<file path="src/rtl/fpa_seq_ctrl.sv">
// fpa_seq_ctrl: multi-cycle single-precision adder sequencer (align, add, iterative normalise, truncating)
module fpa_seq_ctrl (
  input  logic        clk,
  input  logic        rst,
  input  logic        in_valid,
  output logic        in_ready,
  input  logic [31:0] a,
  input  logic [31:0] b,
  output logic        out_valid,
  input  logic        out_ready,
  output logic [31:0] result,
  output logic        busy
);
  typedef enum logic [2:0] {IDLE, ALIGN, ADD, NORM, DONE} state_t;
  state_t state_q, state_d;
  logic [31:0] a_q, a_d, b_q, b_d, big_q, big_d, result_q, result_d;
  logic [23:0] sig_big_q, sig_big_d, sig_sml_q, sig_sml_d;
  logic [22:0] sum_q, sum_d;
  logic [7:0] exp_q, exp_d;
  logic sub_q, sub_d, in_ready_q, in_ready_d, out_valid_q, out_valid_d, busy_q, busy_d;
  logic swap;
  logic [31:0] big_w, sml_w;
  logic [7:0] ediff, exp_inc;
  logic [24:0] add_sum;
  assign swap = b_q[30:0] > a_q[30:0];
  assign big_w = swap ? b_q : a_q;
  assign sml_w = swap ? a_q : b_q;
  assign ediff = big_w[30:23] - sml_w[30:23];
  assign add_sum = sub_q ? {1'b0, sig_big_q} - {1'b0, sig_sml_q} : {1'b0, sig_big_q} + {1'b0, sig_sml_q};
  assign exp_inc = big_q[30:23] + 8'd1;
  always_comb begin
    state_d = state_q;
    a_d = a_q;
    b_d = b_q;
    big_d = big_q;
    result_d = result_q;
    sig_big_d = sig_big_q;
    sig_sml_d = sig_sml_q;
    sum_d = sum_q;
    exp_d = exp_q;
    sub_d = sub_q;
    case (state_q)
      IDLE: if (in_valid && in_ready_q) begin
        a_d = a;
        b_d = b;
        state_d = ALIGN;
      end
      ALIGN: begin
        big_d = big_w;
        sub_d = big_w[31] ^ sml_w[31];
        sig_big_d = {|big_w[30:23], big_w[22:0]};
        sig_sml_d = ediff >= 8'd24 ? 24'd0 : {|sml_w[30:23], sml_w[22:0]} >> ediff;
        state_d = ADD;
      end
      ADD: begin
        sum_d = add_sum[22:0];
        exp_d = big_q[30:23];
        state_d = DONE;
        if (&big_q[30:23]) result_d = big_q;
        else if (add_sum == '0) result_d = '0;
        else if (add_sum[24]) result_d = &exp_inc ? {big_q[31], 8'hFF, 23'd0} : {big_q[31], exp_inc, add_sum[23:1]};
        else if (add_sum[23]) result_d = {big_q[31], big_q[30:23], add_sum[22:0]};
        else state_d = NORM;
      end
      NORM: begin
        sum_d = {sum_q[21:0], 1'b0};
        exp_d = exp_q - 8'd1;
        // Decrementing below exponent 1 cannot yield a normal number, so flush.
        if (exp_q <= 8'd1) begin
          result_d = '0;
          state_d = DONE;
        end else if (sum_q[22]) begin
          result_d = {big_q[31], exp_q - 8'd1, sum_q[21:0], 1'b0};
          state_d = DONE;
        end
      end
      DONE: if (out_ready) state_d = IDLE;
      default: state_d = IDLE;
    endcase
    in_ready_d = state_d == IDLE;
    out_valid_d = state_d == DONE;
    busy_d = state_d != IDLE;
  end
  always_ff @(posedge clk) begin
    if (rst) begin
      state_q <= IDLE;
      a_q <= '0;
      b_q <= '0;
      big_q <= '0;
      result_q <= '0;
      sig_big_q <= '0;
      sig_sml_q <= '0;
      sum_q <= '0;
      exp_q <= '0;
      sub_q <= 1'b0;
      in_ready_q <= 1'b1;
      out_valid_q <= 1'b0;
      busy_q <= 1'b0;
    end else begin
      state_q <= state_d;
      a_q <= a_d;
      b_q <= b_d;
      big_q <= big_d;
      result_q <= result_d;
      sig_big_q <= sig_big_d;
      sig_sml_q <= sig_sml_d;
      sum_q <= sum_d;
      exp_q <= exp_d;
      sub_q <= sub_d;
      in_ready_q <= in_ready_d;
      out_valid_q <= out_valid_d;
      busy_q <= busy_d;
    end
  end
  assign in_ready = in_ready_q;
  assign out_valid = out_valid_q;
  assign result = result_q;
  assign busy = busy_q;
endmodule

</file>
<file path="config.mk">
export PLATFORM = sky130hd
export DESIGN_NAME = fpa_seq_ctrl
export DESIGN_NICKNAME = d
export VERILOG_FILES = /design/src/rtl/fpa_seq_ctrl.sv
export SDC_FILE = /design/constraint.sdc
export NUM_CORES = 1
export LEC_CHECK = 0
export ABC_AREA = 1
export CORE_MARGIN = 1
export CORE_UTILIZATION = 38
export CTS_CLUSTER_SIZE = 16
export DETAILED_ROUTE_END_ITERATION = 8
export GPL_ROUTABILITY_DRIVEN = 0
export PLACE_DENSITY = 0.59
export SYNTH_ARGS = -nofsm -noshare
export SYNTH_HDL_FRONTEND = slang
export SYNTH_SLANG_ARGS = --single-unit
</file>
<file path="constraint.sdc">
create_clock -name clk -period 5.5 [get_ports clk]
set_input_delay 1.375 -clock clk [delete_from_list [all_inputs] [get_ports clk]]
set_output_delay 1.375 -clock clk [all_outputs]
set_load 0.005 [all_outputs]
</file>
==> reports/metrics.yaml, run 1 <==
cells_and_area:
  fin_util_pct: 44.60
  final_cells: 2462
  n_fill_cell: 3514
  antenna_cells: 0
  multi_input_area_mm2: 0.007823
  area_growth_pct: 14.35
  num-nets-final: 2143
  drive_gt1_share_pct: 5.000
  ff_latch_area_mm2: 0.003824
run:
  cap_violations: 0
timing:
  slew_headroom_pct: 29.42
  worst_pin_slew_ns: 1.058
  period_needed_ns: 4.862
  maxSlewViolCount: 0
  skew_ns: 0.01279
  final_min_period_over_clock_period_pct: 88.40
  fin_ws_ns: 0.6380
  max_freq_ghz: 0.2057
  rsz0062_at_grt: "no"
  final-setup-viol-count: 0
  fin_setup_tns_ns: 0
  finalHoldViolCount: 0
logic_synthesis:
  synth_nets: 2113
  synth_cells: 1983
  ys_types: 53
  synth-main-ff-cell: "dfxtp_1"
  synth-edff-count: 0
  yosys_register_bits: 191
  avgSynthCellArea_um2: 6.465
  yosysWarnings: 0
  syn_area_mm2: 0.01282
  yosysSeqAreaShare_pct: 29.83
  async_reset_ff_share_pct: 0
route:
  ant_nets: 0
  wire_per_inst_um: 15.79
  viasPerCell: 5.349
  wl_um: 38880
  drc: 0
  drt_iter0_drc: 1007
  dr.pass1.iters: 5
  vias: 13170
clocking:
  cts_hold_buf: 0
  clk_pin_slew_ns: 0.07
  cts_max_level: 4
  cts_buffer_depth: 2
  root_buffer: "clkbuf_16"
  post_cts.repair.setup_buffers: 0
  cts_buffers: 17
  clock_latency_ns: 0.44
  cts_resized: 0
  cts_tree: "built"
  cts_sinks: 191
grt:
  grt.total_usage_pct: 22.98
  grt.overflow.total: 0
  grt_max_degree: 106
  antenna_found_initial: 0
  first_global_vias: 12220
  grt_pass1_wl_um: 63290
critical_path:
  cp.required_ns: 5.83
  critical_path.max_stage_delay_ns: 0.36
  r2r_cells: 27
  critPathMostFrequentCell: "nand2_1"
  worst_setup_path_end_kind: "flop"
  crit_fanout: 11
  worstSetupPathType: "flop to flop"
  crit_slowest_cell: "ha_1"
  cp-start-kind: "flop"
  crit_arrival_ns: 5.19
placement:
  dp_cells: 2435
  dpl.hpwl_um: 29610
  preCtsSetupSlack_ns: 0.1840
  io_buffers: 102
die:
  die_x_um: 185.7
  design.core.area_mm2: 0.03287
  io_pins: 103
  design.die.area_mm2: 0.03448
  die_h_um: 185.7
  start_util_pct: 39.01
  num_rows: 66
hold_path:
  whs_path_depth: 2
  holdCritPathClass: "flop to flop"
run_status:
  outcome: "finished clean"
==> flip-flops by register name, summed over array words and instances, names as in the netlist, 3 cells and up <==
register and count:
a_q 32, b_q 32, big_q 32, result 32
sig_sml_q 24, sum_q 23, exp_q 8, state_q 3
==> logic make-up after synthesis <==
group	after synthesis	synth area share, %
multiplexers	3	0.2342
buffers and inverters	310	9.487
XOR/XNOR	52	3.845
adder cells (fa/ha/maj)	62	6.110
AND/OR/NAND/NOR	834	28.36
flip-flops	191	29.83
AO/OA/AOI/OAI	531	22.14
==> layout make-up <==
type / count / area share (%)
flip-flops and latches: 191 / 26.08
multi-input cells: 1482 / 53.36
clock inverters: 7 / 0.4780
well taps: 442 / 3.773
inverters: 193 / 4.968
repair buffers: 127 / 8.262
clock buffers: 19 / 3.022
repair inverters: 1 / 0.05121
==> critical path: cells and delay by family, from the launching register on <==
kind / cells / cell delay (ns)
AOI/OAI and AO/OA: 4 / 0.85
xor gates and xnor gates: 2 / 0.24
adders and majority gates: 1 / 0.36
buffers and inverters: 3 / 0.41
DFF: 1 / 0.35
and+or+nand+nor: 17 / 2.52
==> metrics by stage <==
step / hold WS (ns) / instance area, µm²
finish: 0.4712 / 14660
global route: 0.4840 / 14660
CTS: 0.4696 / 14600
detailed placement: 0.4594 / 14090
global placement: 0.4552 / 14090
floorplan: 0.4453 / 12820
==> metal layers <==
layer / wire length, µm / up-vias / track usage, %
li1: - / 6742 / -
met2: 17910 / 341 / 37.56
met5: 0 / - / 0
met4: 845 / 0 / 7.049
met3: 1629 / 51 / 2.798
met1: 18500 / 6035 / 31.40
==> Yosys cell counts, types with 5 or more instances <==
cell      number  area, µm²
o22ai_1       14      87.58
ha_1          61      763.2
a31oi_1       22      137.6
nor2_1       173      649.4
clkbuf_1      93      349.1
buf_1          5      18.77
nand4_1       63      394.1
o211ai_1       6      45.04
inv_1        187      701.9
buf_2         12      60.06
xnor2_1       12      105.1
nor4_1         7      43.79
dfxtp_1      191       3824
o21ai_0      234       1171
xor2_1        38      332.8
nand2_1      412       1546
a21oi_1      210       1051
a22oi_1       15      112.6
nor3_1        11      55.05
nand3_1      138      690.7
nand2_2       15      93.84
o221ai_1       5      43.79
==> cell usage in the layout, fill, tap and decap left out, drive strengths merged, types with 3 or more instances in the layout <==
master,count
a221oi,3
o22ai,14
xnor2,13
nor4,8
nor3,12
o21a,4
clkdlybuf4s50,101
dfxtp,191
clkinvlp,3
mux2i,3
or2,3
xor2,39
ha,61
o221ai,5
inv,189
clkbuf,19
a21oi,211
a22oi,15
o21ai,239
buf,26
nand2,427
a31oi,22
nor2,177
o211ai,6
nand4,63
clkinv,8
a21boi,3
nand3,142
==> worst paths after layout <==
kind	slack, ns	endpoint	from
worst max register to register	0.64	result[31]	sig_sml_q[0]
worst min register to register	0.47	sum_q[0]	sum_q[0]
worst min-delay path	0.47	sum_q[0]	sum_q[0]
worst max-delay path	0.64	result[31]	sig_sml_q[0]
Power of run 1 is left out: the tool's default activity adds up to more than one toggle a clock period on the data nets, which glitch-free logic cannot reach.
==> inputs of run 2 (changes only) <==
- SLEW_MARGIN: default -> 20
==> results of run 2 <==
No change in the layout: final DEF, timing and power equal those of run 1.
Power of run 2 is left out for the same reason.
==> inputs of run 3 (changes only) <==
- HOLD_SLACK_MARGIN: default -> 0.15
==> results of run 3 <==
No change in the layout: final DEF, timing and power equal those of run 1.
Power of run 3 is left out for the same reason.
